$ cat src/rtl/rv32i_encoder.sv
// rv32i_encoder: packs decoded RV32I fields into a 32-bit instruction word.
// Valid/ready input, 2-entry output FIFO of {err,word}, valid/ready output,
// accepted-bundle counter (wrapping) and error counter (saturating).
// Optional feature: define RV32I_ENC_RANGE_CHECK_EN to also flag immediates
// that do not fit the selected instruction format.
module rv32i_encoder #(
    parameter int N_param = 32,
    parameter int CNT_W   = 16
) (
    input  logic               clk,
    input  logic               reset,
    input  logic               in_valid,
    output logic               in_ready,
    input  logic [6:0]         INST_typ_i,
    input  logic [6:0]         opcode_i,
    input  logic [4:0]         rd_i,
    input  logic [4:0]         rs1_i,
    input  logic [4:0]         rs2_i,
    input  logic [2:0]         fun3_i,
    input  logic [6:0]         fun7_i,
    input  logic [N_param-1:0] imm_i,
    output logic               out_valid,
    input  logic               out_ready,
    output logic [N_param-1:0] instruction_o,
    output logic               err_o,
    output logic [CNT_W-1:0]   enc_count_o,
    output logic [7:0]         ill_count_o
);

    localparam logic [N_param-1:0] NOP_WORD = 32'h0000_0013;

    typedef enum logic [1:0] {
        EMPTY = 2'd0,
        ONE   = 2'd1,
        FULL  = 2'd2
    } buf_state_t;

    buf_state_t         state, state_nxt;

    logic [2:0]         type_ones;
    logic               type_legal;
    logic [N_param-1:0] enc_word;
    logic               range_err;
    logic               enc_err;
    logic               push, pop;

    logic [N_param:0]   head_q;
    logic [N_param:0]   tail_q;

    // Type legality: exactly one of bits [5:0] set and reserved bit clear
    always_comb begin
        type_ones = '0;
        for (int unsigned i = 0; i < 6; i++) begin
            type_ones = type_ones + {2'b00, INST_typ_i[i]};
        end
        type_legal = (type_ones == 3'd1) && !INST_typ_i[6];
    end

    // Field packing for each instruction format; illegal types become a NOP
    always_comb begin
        enc_word = '0;
        if (!type_legal) begin
            enc_word = NOP_WORD;
        end else if (INST_typ_i[0]) begin
            enc_word = {fun7_i, rs2_i, rs1_i, fun3_i, rd_i, opcode_i};
        end else if (INST_typ_i[1]) begin
            enc_word = {imm_i[11:0], rs1_i, fun3_i, rd_i, opcode_i};
        end else if (INST_typ_i[2]) begin
            enc_word = {imm_i[11:5], rs2_i, rs1_i, fun3_i, imm_i[4:0], opcode_i};
        end else if (INST_typ_i[3]) begin
            enc_word = {imm_i[12], imm_i[10:5], rs2_i, rs1_i, fun3_i,
                        imm_i[4:1], imm_i[11], opcode_i};
        end else if (INST_typ_i[4]) begin
            enc_word = {imm_i[31:12], rd_i, opcode_i};
        end else begin
            enc_word = {imm_i[20], imm_i[10:1], imm_i[11], imm_i[19:12],
                        rd_i, opcode_i};
        end
    end

`ifdef RV32I_ENC_RANGE_CHECK_EN
    // Flag immediates that lose information when truncated to the format
    always_comb begin
        range_err = 1'b0;
        if (type_legal) begin
            if (INST_typ_i[1] || INST_typ_i[2]) begin
                range_err = !((imm_i[31:11] == '0) || (imm_i[31:11] == '1));
            end else if (INST_typ_i[3]) begin
                range_err = imm_i[0] ||
                            !((imm_i[31:12] == '0) || (imm_i[31:12] == '1));
            end else if (INST_typ_i[5]) begin
                range_err = imm_i[0] ||
                            !((imm_i[31:20] == '0) || (imm_i[31:20] == '1));
            end else if (INST_typ_i[4]) begin
                range_err = (imm_i[11:0] != '0);
            end
        end
    end
`else
    // Immediates are silently truncated; only the type can be in error
    always_comb begin
        range_err = 1'b0;
    end
`endif

    assign enc_err = !type_legal || range_err;

    // Buffer occupancy register
    always_ff @(posedge clk or negedge reset) begin
        if (!reset) begin
            state <= EMPTY;
        end else begin
            state <= state_nxt;
        end
    end

    // Occupancy next-state and handshake outputs (handshakes depend on state only)
    always_comb begin
        state_nxt = state;
        in_ready  = (state != FULL);
        out_valid = (state != EMPTY);
        push      = in_valid && in_ready;
        pop       = out_valid && out_ready;
        case (state)
            EMPTY: if (push) state_nxt = ONE;
            ONE: begin
                if (push && !pop)      state_nxt = FULL;
                else if (pop && !push) state_nxt = EMPTY;
            end
            FULL:  if (pop) state_nxt = ONE;
            default: state_nxt = EMPTY;
        endcase
    end

    // FIFO storage: head is always the entry presented at the output
    always_ff @(posedge clk or negedge reset) begin
        if (!reset) begin
            head_q <= '0;
            tail_q <= '0;
        end else if (pop) begin
            if (state == FULL) begin
                head_q <= tail_q;
            end else if (push) begin
                head_q <= {enc_err, enc_word};
            end
        end else if (push) begin
            if (state == EMPTY) begin
                head_q <= {enc_err, enc_word};
            end else begin
                tail_q <= {enc_err, enc_word};
            end
        end
    end

    assign instruction_o = out_valid ? head_q[N_param-1:0] : '0;
    assign err_o         = out_valid ? head_q[N_param] : 1'b0;

    // Accepted-bundle counter (wraps) and error counter (saturates)
    always_ff @(posedge clk or negedge reset) begin
        if (!reset) begin
            enc_count_o <= '0;
            ill_count_o <= '0;
        end else if (push) begin
            enc_count_o <= enc_count_o + 1'b1;
            if (enc_err && (ill_count_o != 8'hFF)) begin
                ill_count_o <= ill_count_o + 8'd1;
            end
        end
    end

endmodule
$ cat config.mk
export PLATFORM = sky130hd
export DESIGN_NAME = rv32i_encoder
export DESIGN_NICKNAME = d
export VERILOG_FILES = /design/src/rtl/rv32i_encoder.sv
export SDC_FILE = /design/constraint.sdc
export NUM_CORES = 1
export LEC_CHECK = 0
export ABC_AREA = 1
export CORE_MARGIN = 3
export CORE_UTILIZATION = 40
export DETAILED_ROUTE_END_ITERATION = 10
export HOLD_SLACK_MARGIN = 0.03
export PLACE_DENSITY = 0.67
export SLEW_MARGIN = 20
export SYNTH_ARGS = -nofsm -noshare
export SYNTH_HDL_FRONTEND = slang
export SYNTH_SLANG_ARGS = --single-unit
export TNS_END_PERCENT = 20
$ cat constraint.sdc
create_clock -name clk -period 3.65 [get_ports clk]
set_clock_uncertainty 0.2 [all_clocks]
set_input_delay 0.5475 -clock clk [delete_from_list [all_inputs] [get_ports clk]]
set_output_delay 0.5475 -clock clk [all_outputs]
set_load 0.005 [all_outputs]
==> results.sh, run 1 <==
export IMPL_status="finished, final reports clean"
export IMPL_ys_types=35
export IMPL_detailedPlacementHpwl_um=10700
export IMPL_maxSlewViolCount=0
export IMPL_synth_top_area_share_pct=43.9
export IMPL_dr_pass1_iters=5
export IMPL_period_needed_ns=3.56
export IMPL_crit_family="adder cells"
export IMPL_dp_worst_setup_slack_ns=-0.332
export IMPL_critPathMaxStageDelay_ns=0.51
export IMPL_muxShareOfSynthArea_pct=0
export IMPL_critPathKind="in -> reg"
export IMPL_stdcell_area_um2=7120
export IMPL_synth_simple_gate_area_share_pct=30.2
export IMPL_cp_cell_sequence="clkdlybuf4s50_1 > inv_2 > fa_1 > fa_1 > inv_1 > ha_1 > fa_1 > inv_2 > nand3_4 > buf_12 > or2_2 > nand2_1 > a22oi_1"
export IMPL_cts_reportedPaths_clkPinSlew_ns=0.07
export IMPL_io_pins=134
export IMPL_route_detailed_drc=0
export IMPL_clock_fmax_mhz=281
export IMPL_synth_fa_ha_area_share_pct=1.86
export IMPL_ant_nets=0
export IMPL_start_util_pct=41.2
export IMPL_placed_area_um2=6780
export IMPL_grt_pass1_vias=5124
export IMPL_rrSetupSlack_ns=1.44
export IMPL_worstMarginPinSlew_ns=0.840
export IMPL_synth_nets=786
export IMPL_crit_fanout=14
export IMPL_ctsHoldBuffers=0
export IMPL_postCtsSetupBuffers=0
export IMPL_antenna_found_initial=0
export IMPL_via_per_inst=5.04
export IMPL_synth_top_family_by_area="simple AND/OR/NAND/NOR gates"
export IMPL_synth_seq_cells=92
export IMPL_grt_pass1_wl_um=25100
export IMPL_insertion_delay_ns=0.35
export IMPL_dieArea_um2=14500
export IMPL_power_frac_clock_pct=21.5
export IMPL_cts_buffer_depth=2
export IMPL_sw_frac_of_total_pct=36.5
export IMPL_drv_cap=0
export IMPL_cpMostUsedCell="fa_1"
export IMPL_synth_cells=705
export IMPL_cp_required_ns=3.66
export IMPL_cts_root_buffer="clkbuf_16"
export IMPL_power_density_nw_per_um2=593
export IMPL_tns_ns=0
export IMPL_timing_rr_start="state[1]$_DFFE_PN0P_"
export IMPL_worstSetupEndpointType="flop"
export IMPL_relSlewSlack_pct=43.9
export IMPL_synth_xor_area_share_pct=2.67
export IMPL_p_int_mw=2.68
export IMPL_grt_total_usage_pct=21.4
export IMPL_critPathBufInv=5
export IMPL_layout_commonest_cell="nand2_1"
export IMPL_die_y_um=121
export IMPL_die_w_um=121
export IMPL_critPathLaunchType="input port"
export IMPL_grt_overflow=0
export IMPL_rows=41
export IMPL_yosys_top_cells_area="dfrtp_1 (44%), nand2_1 (13%), inv_1 (6.7%)"
export IMPL_worstReg2RegEnd="head_q[7]$_DFFE_PN0P_"
export IMPL_ir_worst_vdd_uv=410
export IMPL_period_share_pct=97.5
export IMPL_crit_slowest_cell="clkdlybuf4s50_1"
export IMPL_ys_seq_area_share_pct=43.9
export IMPL_dpl_cell_count=999
export IMPL_port_buffers=133
export IMPL_num_vias=5117
export IMPL_nets=919
export IMPL_final_util_pct=55.9
export IMPL_hold_violations=0
export IMPL_stdcell_count=1015
export IMPL_r2r_cells=7
export IMPL_layout_common_cells="nand2_1 (179), clkdlybuf4s50_1 (131), dfrtp_1 (92)"
export IMPL_ys_warn_count=0
export IMPL_avgSynthCellArea_um2=7.44
export IMPL_leakagePower_nw=3.44
export IMPL_post_synth_top_area_cell="dfrtp_1"
export IMPL_seqPwrFrac_pct=36.5
export IMPL_drt_iter0_markers=332
export IMPL_hp_class="in -> async"
export IMPL_synthToLayoutAreaGrowth_pct=35.6
export IMPL_core_um2=12700
export IMPL_cts_buffers=9
export IMPL_clock_sinks=92
export IMPL_cts_tree="done"
export IMPL_synth_area_um2=5250
export IMPL_h_tree_depth=3
export IMPL_p_sw_mw=1.54
export IMPL_drive_gt1_share_pct=8.19
export IMPL_fin_ws_ns=0.0897
export IMPL_grt_max_degree=85
export IMPL_synth_compound_area_share_pct=10.9
export IMPL_gp_congestion=0.845
export IMPL_setup_viol=0
export IMPL_antenna_cells=0
export IMPL_pwr_share_comb_pct=42.1
export IMPL_post_drt_wl_per_cell_um=14.8
export IMPL_drt_wl_total_um=15000
export IMPL_cp_arrival_ns=3.57
==> metal layers <==
metal	up-vias	part of all wire (%)	GRT usage (%)
met3	22	5.8	4.82
met1	2432	44	28.0
met5	-	0	0
met2	158	49	35.5
li1	2505	-	-
met4	0	1.6	6.73
==> through the flow <==
stage	hold WS, ns	power, mW
final	0.0244	4.22
after floorplan	0.0519	2.44
after detailed placement	0.267	3.31
after global placement	0.263	3.27
after global routing	0.101	4.54
after CTS	0.237	4.24
==> layout make-up <==
cell class / count / area, µm²
inverter: 101 / 384
sequential: 92 / 2300
timing repair buffer: 150 / 1500
tap: 172 / 215
multi-input combinational: 484 / 2440
clock buffer: 9 / 225
fill: 1234 / 5610
clock inverter: 7 / 57.6
==> power by group through the flow <==
| stage | registers, mW | logic (mW) | clock network (mW) |
|---|---|---|---|
| after floorplan | 1.51 | 0.927 | 0 |
| after global placement | 1.54 | 1.73 | 0 |
| after detailed placement | 1.55 | 1.76 | 0 |
| after CTS | 1.54 | 1.77 | 0.925 |
| after global routing | 1.59 | 1.99 | 0.973 |
| final | 1.54 | 1.78 | 0.907 |
==> repair_timing <==
action | in CTS | in global routing
resized for setup | 1 | 18
pin swaps | 0 | 2
setup endpoints to repair | 1 | 35
==> kinds of logic (layout without fill, tap and decap cells) <==
| group | after synthesis | after routing |
|---|---|---|
| XOR/XNOR | 16 | 16 |
| AO/OA/AOI/OAI | 103 | 103 |
| buffers and inverters | 129 | 267 |
| adder cells (fa/ha/maj) | 6 | 6 |
| flip-flops | 92 | 92 |
| AND/OR/NAND/NOR | 359 | 359 |
==> how the worst max path moves through the flow <==
stage	start	depth (start not counted)	slack (ns)	to
global route	INST_typ_i[1]	13	-0.02	head_q[4]$_DFFE_PN0P_
CTS	INST_typ_i[0]	13	0.04	head_q[8]$_DFFE_PN0P_
finish	INST_typ_i[3]	13	0.09	head_q[1]$_DFFE_PN0P_
floorplan	INST_typ_i[0]	15	0.03	head_q[11]$_DFFE_PN0P_
global placement	INST_typ_i[0]	13	-0.25	head_q[14]$_DFFE_PN0P_
detailed placement	INST_typ_i[0]	13	-0.33	head_q[8]$_DFFE_PN0P_
==> registers in the layout (all words and copies together) (netlist names) <==
| register | count |
|---|---|
| enc_count_o | 16 |
| head_q | 33 |
| ill_count_o | 8 |
| state | 2 |
| tail_q | 33 |
==> synth_stat cells (all sizes together) <==
cell    instances
inv           101
nand3          55
a22oi          15
nor3            7
nand4          19
fa              3
o211ai          4
ha              3
nand2         184
o22ai           2
clkbuf          3
o21ai          38
o21a            2
buf            25
xnor2           5
nor2           86
a21oi          42
xor2           11
dfrtp          92
nand3b          4
or2             4
No activity file was read; power rests on OpenSTA's default activity.
==> run 2: changes to the inputs <==
Clock period 3.65 ns to 3.3 ns, I/O delays scaled along.
==> run 2 against run 1 <==
Sequential power up 12%. Worst hold slack improved by 0.27 ns. Count of clock-buffer cells in the layout is the same. Flip-flop and latch count stayed put. Wire length is 1.4% higher. Die area did not move. Cell count is 1.2% higher. Worst setup slack lost 0.012 ns. Largest power group unchanged.
==> results.sh, run 2 (same netlist as run 1, synthesis figures left out) <==
export IMPL_status="finished, final reports clean"
export IMPL_port_buffers=133
export IMPL_holdWs_ns=0.290
export IMPL_period_share_pct=97.6
export IMPL_cts_root_buffer="clkbuf_16"
export IMPL_via_per_inst=5.06
export IMPL_period_needed_ns=3.22
export IMPL_critPathMaxStageDelay_ns=0.53
export IMPL_ff_latch_area_um2=2300
export IMPL_hp_class="reg -> reg"
export IMPL_worstReg2RegEnd="head_q[32]$_DFFE_PN0P_"
export IMPL_layout_commonest_cell="nand2_1"
export IMPL_critPathKind="in -> reg"
export IMPL_largestRegisters="head_q (33), tail_q (33), enc_count_o (16)"
export IMPL_cts_reportedPaths_clkPinSlew_ns=0.07
export IMPL_cts_buffers=9
export IMPL_start_util_pct=41.2
export IMPL_placed_area_um2=6840
export IMPL_layout_common_cells="nand2_1 (177), clkdlybuf4s50_1 (129), dfrtp_1 (92)"
export IMPL_drive_gt1_share_pct=10.3
export IMPL_maxSlewViolCount=0
export IMPL_drv_cap=0
export IMPL_route_detailed_drc=0
export IMPL_gp_congestion=0.927
export IMPL_io_pins=134
export IMPL_grt_total_usage_pct=21.3
export IMPL_ant_nets=0
export IMPL_relSlewSlack_pct=42.2
export IMPL_grt_pass1_vias=5234
export IMPL_timing_rr_start="state[1]$_DFFE_PN0P_"
export IMPL_crit_end="ill_count_o[0]$_DFFE_PN0P_"
export IMPL_r2r_cells=8
export IMPL_drt_wl_total_um=15200
export IMPL_core_um2=12700
export IMPL_insertion_delay_ns=0.34
export IMPL_final_util_pct=58.1
export IMPL_grt_pass1_wl_um=25000
export IMPL_dr_pass1_iters=6
export IMPL_cp_arrival_ns=3.25
export IMPL_num_vias=5195
export IMPL_synthToLayoutAreaGrowth_pct=40.8
export IMPL_leakagePower_nw=3.54
export IMPL_cts_buffer_depth=2
export IMPL_cpMostUsedCell="inv_2"
export IMPL_post_drt_wl_per_cell_um=14.8
export IMPL_multiInputGateArea_um2=2460
export IMPL_stdcell_area_um2=7390
export IMPL_cp_required_ns=3.33
export IMPL_antenna_found_initial=0
export IMPL_crit_fanout=6
export IMPL_cts_tree="done"
export IMPL_nets=931
export IMPL_ir_worst_vdd_uv=432
export IMPL_rsz0062_at_grt="false"
export IMPL_setup_viol=0
export IMPL_rrSetupSlack_ns=0.57
export IMPL_rows=41
export IMPL_power_density_nw_per_um2=666
export IMPL_crit_slowest_cell="fa_2"
export IMPL_die_w_um=121
export IMPL_worstMarginPinSlew_ns=0.865
export IMPL_antenna_cells=0
export IMPL_hold_violations=0
export IMPL_detailedPlacementHpwl_um=10700
export IMPL_die_y_um=121
export IMPL_critPathLaunchType="input port"
export IMPL_cp_cell_sequence="clkdlybuf4s15_1 > inv_2 > fa_1 > fa_1 > inv_2 > ha_4 > fa_2 > inv_2 > nand3_4 > buf_6 > buf_6 > nand3_4 > buf_4 > xor2_1"
export IMPL_grt_max_degree=93
export IMPL_dieArea_um2=14500
export IMPL_dpl_cell_count=1001
export IMPL_stdcell_count=1027
export IMPL_clock_fmax_mhz=310
export IMPL_worstSetupEndpointType="flop"
export IMPL_clock_sinks=92
export IMPL_h_tree_depth=3
export IMPL_grt_overflow=0
export IMPL_crit_path_start="INST_typ_i[3]"
export IMPL_drt_iter0_markers=502
export IMPL_fillers=1208
## run 2: cell count changes in the layout (fill, tap and decap cells not counted), sizes merged, moves of 2 or more
cell           change
buf               +11
inv                -4
bufinv             +2
clkdlybuf4s15      +2
clkdlybuf4s50      -2
clkinv             +2
## run 2: where the power goes
group          switching [mW]  internal, mW
sequential              0.246          1.47
combinational            1.03          1.04
clock                   0.463         0.669
total                    1.74          3.18
## run 2: cell type report
class	count	share of cell area, %
flip-flops and latches	92	31.2
multi-input cells	484	33.3
well taps	172	2.91
clock inverters	7	1.34
clock buffers	9	3.05
inverters	101	5.47
repair buffers	162	22.7
## run 2: per-layer routing
layer / vias up / global-route usage (%) / share of wire, %
met5: - / 0 / 0
li1: 2535 / - / -
met4: 0 / 6.87 / 1.8
met2: 185 / 37.1 / 51
met3: 23 / 4.63 / 6.0
met1: 2452 / 26.2 / 42
## run 2: worst max-delay path, delay by kind of cell
family | cells | cell delay, ns
xor gates and xnor gates | 1 | 0.14
and+or+nand+nor | 2 | 0.21
buffers and inverters | 7 | 0.71
adders and majority gates | 4 | 1.68
## run 2: timing repair
action / in CTS / in global routing
pin swaps: 6 / 3
resized for setup: 28 / 14
cloned: 2 / 0
hold endpoints to repair: 37 / 0
hold buffers: 1 / 0
endpoints found under the setup margin: 73 / 56
setup buffers: 2 / 5
## run 2: stage by stage
step	total power [mW]	setup slack, ns	setup TNS (ns)
floorplan	2.72	-0.0123	-0.0895
global placement	3.65	-0.545	-34.16
detailed placement	3.70	-0.591	-36.42
CTS	4.91	0.0271	0
global route	5.26	0.00360	0
finish	4.92	0.0776	0
## run 2: worst min-delay path by stage
stage                            from                    endpoint  slack (ns)  cells past startpoint
2_1_floorplan                   reset  enc_count_o[0]$_DFFE_PN0P_     -0.0006                      0
3_3_place_gp   tail_q[30]$_DFFE_PN0P_      tail_q[30]$_DFFE_PN0P_        0.26                      2
3_5_place_dp    tail_q[4]$_DFFE_PN0P_       tail_q[4]$_DFFE_PN0P_        0.27                      2
4_1_cts        tail_q[20]$_DFFE_PN0P_      tail_q[20]$_DFFE_PN0P_        0.29                      2
5_1_grt        tail_q[32]$_DFFE_PN0P_      tail_q[32]$_DFFE_PN0P_        0.31                      1
6_report       tail_q[20]$_DFFE_PN0P_      tail_q[20]$_DFFE_PN0P_        0.29                      2
